`config.mk`:
```
export PLATFORM = sky130hd
export DESIGN_NAME = gate_unit_pipe
export DESIGN_NICKNAME = d
export VERILOG_FILES = /design/src/rtl/gate_unit_pipe.sv
export SDC_FILE = /design/constraint.sdc
export NUM_CORES = 1
export LEC_CHECK = 0
export ABC_AREA = 1
export BUFFER_PORTS_ARGS = -buffer_cell sky130_fd_sc_hd__buf_4
export CELL_PAD_IN_SITES_DETAIL_PLACEMENT = 1
export CELL_PAD_IN_SITES_GLOBAL_PLACEMENT = 2
export CORE_ASPECT_RATIO = 1.4
export CORE_UTILIZATION = 28
export DETAILED_ROUTE_END_ITERATION = 7
export GPL_TIMING_DRIVEN = 0
export PLACE_DENSITY = 0.85
export REMOVE_ABC_BUFFERS = 1
export SYNTH_ARGS = -nofsm -noshare
export SYNTH_HDL_FRONTEND = slang
export SYNTH_SLANG_ARGS = --single-unit
```
`constraint.sdc`:
```
create_clock -name clk -period 1.3 [get_ports clk]
set_input_delay 0.065 -clock clk [delete_from_list [all_inputs] [get_ports clk]]
set_output_delay 0.065 -clock clk [all_outputs]
set_load 0.05 [all_outputs]
```
`src/rtl/gate_unit_pipe.sv`:
```
// rtl/gate_unit_pipe.sv - registered eight-function bitwise gate stage with skid buffer and transaction counter
module gate_unit_pipe #(
  parameter int WIDTH = 8,
  parameter int CNT_W = 16
) (
  input  logic             clk,
  input  logic             rst_n,
  input  logic             in_valid,
  output logic             in_ready,
  input  logic [WIDTH-1:0] a,
  input  logic [WIDTH-1:0] b,
  input  logic [2:0]       op,
  output logic             out_valid,
  input  logic             out_ready,
  output logic [WIDTH-1:0] out_data,
  output logic [2:0]       out_op,
  output logic [CNT_W-1:0] txn_count
);

  function automatic logic [WIDTH-1:0] gate_fn(
    input logic [WIDTH-1:0] x,
    input logic [WIDTH-1:0] y,
    input logic [2:0]       f
  );
    logic [WIDTH-1:0] r;
    case (f)
      3'd0:    r = ~x;
      3'd1:    r = x & y;
      3'd2:    r = x | y;
      3'd3:    r = x ^ y;
      3'd4:    r = ~(x & y);
      3'd5:    r = ~(x | y);
      3'd6:    r = ~(x ^ y);
      default: r = x;
    endcase
    return r;
  endfunction

  logic             skid_full;
  logic [WIDTH-1:0] skid_data;
  logic [2:0]       skid_op;
  logic [WIDTH-1:0] new_data;
  logic             accept;
  logic             out_fire;

  // in_ready is a pure register view so downstream stall cannot ripple upstream combinationally
  assign in_ready = ~skid_full;
  assign accept   = in_valid & in_ready;
  assign out_fire = out_valid & out_ready;
  assign new_data = gate_fn(a, b, op);

  always_ff @(posedge clk or negedge rst_n) begin
    if (!rst_n) begin
      out_valid <= 1'b0;
      out_data  <= '0;
      out_op    <= '0;
      skid_full <= 1'b0;
      skid_data <= '0;
      skid_op   <= '0;
      txn_count <= '0;
    end else begin
      if (out_fire)
        txn_count <= txn_count + 1'b1;

      if (skid_full) begin
        if (out_fire) begin
          out_data  <= skid_data;
          out_op    <= skid_op;
          out_valid <= 1'b1;
          skid_full <= 1'b0;
        end
      end else if (!out_valid || out_ready) begin
        if (accept) begin
          out_data  <= new_data;
          out_op    <= op;
          out_valid <= 1'b1;
        end else begin
          out_valid <= 1'b0;
        end
      end else if (accept) begin
        skid_data <= new_data;
        skid_op   <= op;
        skid_full <= 1'b1;
      end
    end
  end

endmodule
```
---- Yosys cells after proc, flatten, opt, wreduce, memory -nomap -nowiden ----
Cells that the tools add are included.
storage, ports and cells
  register bits ........................... 40
  latch bits .............................. 0
  RAM bits ................................ 0
  memory bits (read-only) ................. 0
  output and inout bits ................... 29
  logic and storage cells ................. 50
  memories kept ........................... 0
cells by class
  $add $sub $neg .......................... 1
  $mul .................................... 0
  divide/modulo/power cells ............... 0
  order comparisons ....................... 0
  eq/ne operators ......................... 7
  shift operators ......................... 0
  mux-type cells .......................... 16
  bitwise logic cells ..................... 11
  reductions and logical operators ........ 8
operators by type and width
  operator                                                               number
  8-bit case mux with 7 select lines                                     1
  8-bit two-way mux                                                      4
  8-bit inverter                                                         4
  16-bit by 1-bit adder with 16-bit output, second input constant        1
  3-bit two-way mux                                                      4
  3-bit equality test, second input constant                             3
  8-bit bitwise AND                                                      1
  8-bit OR                                                               1
  8-bit bitwise XOR                                                      1
  1-bit two-way mux                                                      7
  3-bit by 2-bit equality test with 1-bit output, second input constant  2
  3-bit AND reduction                                                    2
  2-bit nonzero test                                                     2
  3-bit by 1-bit equality test with 1-bit output, second input constant  1
  3-bit logical NOT                                                      1
  1-bit bitwise AND                                                      2
  2-bit by 1-bit != test with 1-bit output, second input constant        1
  1-bit inverter                                                         2
  2-bit AND reduction                                                    1
  1-bit logical NOT                                                      1
  1-bit logical OR                                                       1

---- Depth between registers and ports, before layout ----
Gate-level depths: netlist (run 1).
  depth in word-level cells ............... 6
  depth in mapped cells ................... 9

---- Worst setup path after synthesis (run 1) ----
OpenSTA, ideal clock, no wires.
  path kind ............................... register to register
  start point ............................. reg txn_count[1]
  end point ............................... reg txn_count[14]
  arrival ................................. 1565 ps
  slack ................................... -384 ps
  stages on the path, launching flop included .. 9
  clock period less this slack ............ 1684 ps
  cell sequence ........................... dfrtp_1 ha_1 nand2_1 nor2_1 nand2_1 nor3_2 nand2_1 xor2_1 inv_1
on the way
  longest elaborated chain between the ends .. 1
RTL lines
  what                                      line  RTL
  start: declaration                        17    output logic [CNT_W-1:0] txn_count
  start signal: assignment                  63    txn_count <= txn_count + 1'b1;
  16-bit by 1-bit adder with 16-bit output  63
Every way passes these cells.
A chain may end at the register's enable or synchronous reset.

---- Worst setup path in the final report (run 1) ----
  start point ............................. reg out_valid
  end point ............................... reg skid_data[4]
on the way
  longest elaborated chain between the ends .. 4
RTL lines
  what                           line  RTL
  start: declaration             13    output logic out_valid,
  start signal: assignment       54    out_valid <= 1'b0;
  start signal: assignment       69    out_valid <= 1'b1;
  start signal: assignment       76    out_valid <= 1'b1;
  1-bit logical NOT              72    end else if (!out_valid || out_ready) begin
  1-bit logical OR               72
  1-bit inverter (no line)       n/a
  3-bit AND reduction (no line)  n/a
  end signal: assignment         81    skid_data <= new_data;
  end: declaration               40    logic [WIDTH-1:0] skid_data;
Every way passes these cells.

==> metrics.csv, run 1 <==
metric,value,unit
num_rows,42,
coreArea,0.00962,mm^2
worst-path-buf-inv,1,
max_stage_delay,0.44,ns
syn2layout_area_growth,40.7,%
path_class,reg2reg,
yosys.area.top_type,dfrtp_1,
layout-drive-gt1-share,0.318,
grt.total_usage,0.168,
die_area,0.0104,mm^2
worst-path-max-fanout,4,
p_per_area,2040,mW/mm^2
worst_slack,-0.112,ns
critical_path.endpoint_type,register,
firstDrtPassIters,4,
insertion_delay,0.28,ns
min_path_cells,5,
outcome,finished with violations,
first_global_vias,2865,
layout_common_cells,"95 x nand2_1, 70 x buf_4, 46 x inv_1, 40 x nand4_1, 38 x dfrtp_1",
max_cap_viol_count,0,
p_comb_frac,0.552,
finalCritPeriodShare,1.09,
synth.top_cells.by_area,"dfrtp_1 36%, nand2_1 14%, nand4_1 8.9%",
grt_antenna_before_repair,0,
place.gp.congestion,0.755,
p_seq_frac,0.259,
internal_power,4450,uW
path_depth,6,
critPathLaunch,out_valid,
fin_skew,0.00481,ns
fin_tns_setup,-1.82,ns
critPathRequiredTime,1.48,ns
wirelength,8180,um
die_x,86.6,um
holdWs,0.149,ns
cts_tree,done,
cts_root_buf,clkbuf_16,
holdCritStartpoint,a[4],
htree_levels,2,
critPathTopFamily,simple AND/OR/NAND/NOR gates,
switching_share,0.447,
diodes,0,
failed_checks,setup timing,
power.switching,3600,uW
instances_no_fill,588,
io_pins,52,
tightest_slew,0.539,ns
cts_made_buffers,5,
synth.distinct_cells,29,
dpl.hpwl,5380,um
cp.arrival,1.59,ns
hold_viol_final,0,
drc,0,
finalSetupViolCount,30,
power_frac_clock,0.188,
path_clk_slew,0.06,ns
cts.path.max_buffers,2,
slew_viol_final,0,
hp-class,in2reg,
port_buffers,51,
power_leakage,0.00210,uW
place_inst,548,
grt_pass1_wl,13700,um
layout_commonest_cell,nand2_1,
slew_headroom,0.641,
syn_avg_cell_area,7.39,um^2
vias_per_cell,4.63,
wl_per_cell,13.9,um
start_util,0.292,
reg2reg_depth,6,
max_freq,708,MHz
clkSinkCount,40,
chipHeight,120,um
synthCells,380,
critical-path-slowest-cell,dfrtp_2,
grt_max_degree,41,
worstPathCellList,"nand2_4, nand2_4, nor3_4, clkinvlp_4, nand2_1, nand2_1",
synth_seq_area_share,0.357,
yosys_warnings,0,
finalPower,8050,uW
r2r-start,out_valid,
final_nets,495,
vdd_ir_drop_max,0.000598,V
overflow,0,
drtIter0Drc,116,
synth_top_area_share,0.357,
grt_setup_unrepaired,yes,
num_vias,2723,
synth_seq_cells,40,
critPathLaunchType,register,
netlist_area,0.00281,mm^2
antenna_left,0,
period_minus_slack,1.41,ns
==> stage by stage <==
stage,util,cell area (um^2),setup slack (ns)
after floorplan,-,2710,-0.457
after global placement,0.339,3260,-0.576
after detailed placement,0.339,3260,-0.609
after CTS,0.389,3740,-0.142
after global routing,0.411,3950,-0.230
final,0.411,3950,-0.112
==> power by group through the flow <==
stage          logic (uW)  clock network, uW  registers, uW
2_1_floorplan        1200                  0           3040
3_3_place_gp         3140                  0           2090
3_5_place_dp         3190                  0           2110
4_1_cts              3970               1550           2050
5_1_grt              4800               1590           2150
6_report             4450               1520           2080
==> synth_stat cells, drive strengths merged <==
cell type and count:
a31oi 3, buf 15, dfrtp 40, a21oi 6, xor2 10, nand3b 11, nand4 40, nand3 18
o21ai 12, xnor2 3, nor2 40, inv 53, nand2 107, ha 17, nor3 4, clkinv 1
==> worst reg2reg max path, cell delays in order, from the launching register on <==
cell and delay (ns):
dfrtp_2 0.44, nand2_4 0.12, nand2_4 0.07, nor3_4 0.30, clkinvlp_4 0.23, nand2_1 0.09
nand2_1 0.05
==> flip-flops by register name, indices dropped and copies added (netlist names) <==
signal     flops
skid_data      8
skid_op        3
txn_count     16
out_data       8
out_op         3
skid_full      1
out_valid      1
==> cell type report <==
type / instances / area (um^2)
multi-input combinational: 271 / 1690
inverter: 54 / 219
timing repair buffer: 82 / 688
clock inverter: 1 / 30.0
tap: 132 / 165
timing repair inverter: 1 / 7.51
clock buffer: 7 / 153
fill: 1180 / 5670
sequential: 40 / 1000
==> what timing repair did <==
item / CTS / global route
hold endpoints to repair: 40 / 0
buffers inserted: 21 / 9
pin swaps: 11 / 9
gates resized for setup: 29 / 50
hold buffers: 1 / 0
cloned: 2 / 0
endpoints found under the setup margin: 32 / 34
==> layer usage <==
layer | up-vias | GRT usage | routed length (um)
li1 | 1377 | - | -
met1 | 1291 | 0.201 | 3420
met2 | 47 | 0.296 | 4380
met3 | 8 | 0.0177 | 218
met4 | 0 | 0.0771 | 161
met5 | - | 0 | 0
==> kinds of logic (layout without fill, tap and decap cells) <==
logic type               Yosys count  count (layout)  synth area share
AO/OA/AOI/OAI                     21              21            0.0428
XOR/XNOR                          13              13            0.0406
adder cells (fa/ha/maj)           17              17            0.0758
buffers and inverters             69             145             0.107
flip-flops                        40              40             0.357
AND/OR/NAND/NOR                  220             220             0.377
==> path summary, 6_finish.rpt <==
kind | to | slack, ns
worst min register to register | out_data[7] | 0.48
worst min-delay path | skid_data[4] | 0.15
worst max register to register | skid_data[4] | -0.11
max in group asynchronous | out_valid | 0.58
worst max-delay path | skid_data[4] | -0.11
min in group asynchronous | out_data[7] | 0.31
No activity file was read; power rests on OpenSTA's default activity.
==> inputs of run 2 (changes only) <==
--- a/config.mk
+++ b/config.mk
@@ -8,12 +8,14 @@
 export ABC_AREA = 1
 export BUFFER_PORTS_ARGS = -buffer_cell sky130_fd_sc_hd__buf_4
 export CELL_PAD_IN_SITES_DETAIL_PLACEMENT = 1
-export CELL_PAD_IN_SITES_GLOBAL_PLACEMENT = 2
+export CELL_PAD_IN_SITES_GLOBAL_PLACEMENT = 1
 export CORE_ASPECT_RATIO = 1.4
-export CORE_UTILIZATION = 28
+export CORE_MARGIN = 1.5
+export CORE_UTILIZATION = 34
 export DETAILED_ROUTE_END_ITERATION = 7
+export GPL_ROUTABILITY_DRIVEN = 0
 export GPL_TIMING_DRIVEN = 0
-export PLACE_DENSITY = 0.85
+export PLACE_DENSITY = 0.82
 export REMOVE_ABC_BUFFERS = 1
 export SYNTH_ARGS = -nofsm -noshare
 export SYNTH_HDL_FRONTEND = slang
==> run 2 against run 1 <==
Compared with the run above:
- the flow still finishes with violations (setup timing)
- total power is 4.3% higher
- hold slack got worse by 0.0031 ns
- non-clock buffer count up 1
- first-iteration DRC count decreased by 11%
- critical path type unchanged
==> metrics.csv, run 2 (synthesized netlist as in run 1, its figures left out) <==
metric,value,unit,change
outcome,finished with violations,,
failed_checks,setup timing,,
largest-register,txn_count,,
worst-path-max-fanout,7,,+3
path_class,reg2reg,,
layout_commonest_cell,nand2_1,,
seqCellArea,0.00101,mm^2,+0.50%
min_path_cells,5,,unchanged
num_vias,2955,,+8.5%
worstReg2RegEnd,skid_data[6],,
m1WireLength,3740,um,+9.1%
top_layer,met4,,
period_minus_slack,1.44,ns,+0.0239 ns
chipHeight,111,um,-8.3%
final_core_util,0.492,,+0.0811
die_area,0.00882,mm^2,-16%
overflow,0,,unchanged
fill_cells,983,,-17%
syn2layout_area_growth,41.9,%,
htree_levels,2,,unchanged
finalSetupViolCount,35,,+17%
coreArea,0.00810,mm^2,-16%
reg2reg_depth,6,,unchanged
grt_setup_unrepaired,yes,,
wl_per_cell,17.9,um,+29%
num_rows,39,,-7.1%
multi_input_area,0.00171,mm^2,+1.6%
clkSinkCount,40,,unchanged
grt.total_usage,0.207,,+0.0393
layout_common_cells,"89 x nand2_1, 68 x buf_4, 46 x inv_1, 40 x nand4_1, 36 x dfrtp_1",,
holdCritStartpoint,a[7],,
critical_path.endpoint_type,register,,
worstPathCellList,"buf_12, nor3_4, buf_6, buf_12, nand2_2, o21ai_1",,
place_inst,518,,-5.5%
cp.arrival,1.63,ns,+0.04 ns
power_leakage,0.00216,uW,+2.7%
fin_skew,0.00468,ns,-0.000140 ns
cts_made_buffers,5,,unchanged
max_stage_delay,0.52,ns,+0.08 ns
drc,0,,unchanged
finalCritPeriodShare,1.10,,+0.0184
insertion_delay,0.29,ns,about the same
cts_tree,done,,
cpMostUsedCell,buf_12,,
die_x,79.8,um,-7.9%
first_global_vias,3079,,+7.5%
critical-path-slowest-cell,dfrtp_4,,
firstDrtPassIters,4,,unchanged
min_to,skid_data[7],,
wl_met2,5680,um,+30%
dpl.hpwl,5330,um,-0.97%
grt_pass1_wl,14500,um,+5.7%
start_util,0.347,,+0.0547
instances_no_fill,559,,-4.9%
final_nets,496,,+0.20%
wirelength,10000,um,+23%
antenna_left,0,,unchanged
hold_viol_final,0,,unchanged
cts_root_buf,clkbuf_16,,
wl_met3,276,um,+27%
io_pins,52,,unchanged
p_per_area,2110,mW/mm^2,+3.4%
reg2reg_slack,-0.14,ns,-0.02 ns
worst_slack,-0.136,ns,-0.0239 ns
hp-class,in2reg,,
diodes,0,,unchanged
max_freq,697,MHz,-1.7%
r2r-start,skid_full,,
cts.path.max_buffers,2,,unchanged
drtIter0Drc,103,,-11%
reg_top3,"txn_count: 16 flops, out_data: 8 flops, skid_data: 8 flops",,
critPathLaunchType,register,,
grt_antenna_before_repair,0,,unchanged
layout-drive-gt1-share,0.328,,+0.0102
critPathRequiredTime,1.49,ns,about the same
largest_reg_flops,16,,unchanged
path_clk_slew,0.06,ns,about the same
tightest_slew,0.538,ns,-0.00112 ns
slew_viol_final,0,,unchanged
vdd_ir_drop_max,0.00143,V,+140%
place_ws,-0.648,ns,-0.0391 ns
slew_headroom,0.641,,+0.000745
port_buffers,51,,unchanged
vias_per_cell,5.29,,+14%
grt_max_degree,41,,unchanged
max_cap_viol_count,0,,unchanged
-- run 2: cell types whose count changed in the layout (fill, tap and decap cells not counted), sizes merged --
cell and delta:
clkbuf +1
-- run 2: power breakdown --
part	internal, uW	switching, uW
Clock	1010	519
Combinational	1780	2950
Sequential	1740	397
Total	4530	3860
-- run 2: worst max path at each step --
stage	start	to
2_1_floorplan	out_valid	skid_op[2]
3_3_place_gp	skid_full	out_op[0]
3_5_place_dp	skid_full	out_op[2]
4_1_cts	txn_count[0]	txn_count[14]
5_1_grt	txn_count[1]	txn_count[12]
6_report	skid_full	skid_data[6]
-- run 2: stage by stage --
step	TNS [ns]	hold slack, ns	cell area, um^2	power [uW]
detailed placement	-11.95	0.0871	3220	5300
global placement	-11.44	0.0813	3220	5200
CTS	-1.54	0.153	3680	7420
global route	-4.45	0.192	3990	8740
floorplan	-8.87	-0.231	2710	4240
finish	-2.85	0.146	3990	8390
-- run 2: critical path: cells and delay by family (launching register included) --
| family | cells | cell delay, ns |
|---|---|---|
| compound gates | 1 | 0.11 |
| flops | 1 | 0.52 |
| simple gates | 2 | 0.26 |
| buf+inv | 3 | 0.46 |
-- run 2: metal layers --
metal | up-vias | global-route usage
met4 | 0 | 0.0782
met3 | 27 | 0.0207
met5 | - | 0
li1 | 1377 | -
met1 | 1477 | 0.231
met2 | 74 | 0.389
-- run 2: repair_timing --
item	CTS	global route
hold buffers	1	0
cloned	2	1
setup endpoints to repair	32	35
gates resized for setup	28	59
hold endpoints to repair	40	0
pin swaps	8	25
buffers inserted	21	10
-- run 2: area by class of cell --
type / count / share of cell area
multi-input combinational: 271 / 0.430
sequential: 40 / 0.253
timing repair buffer: 83 / 0.184
inverter: 54 / 0.0531
clock buffer: 7 / 0.0383
tap: 102 / 0.0320
clock inverter: 1 / 0.00754
timing repair inverter: 1 / 0.00188
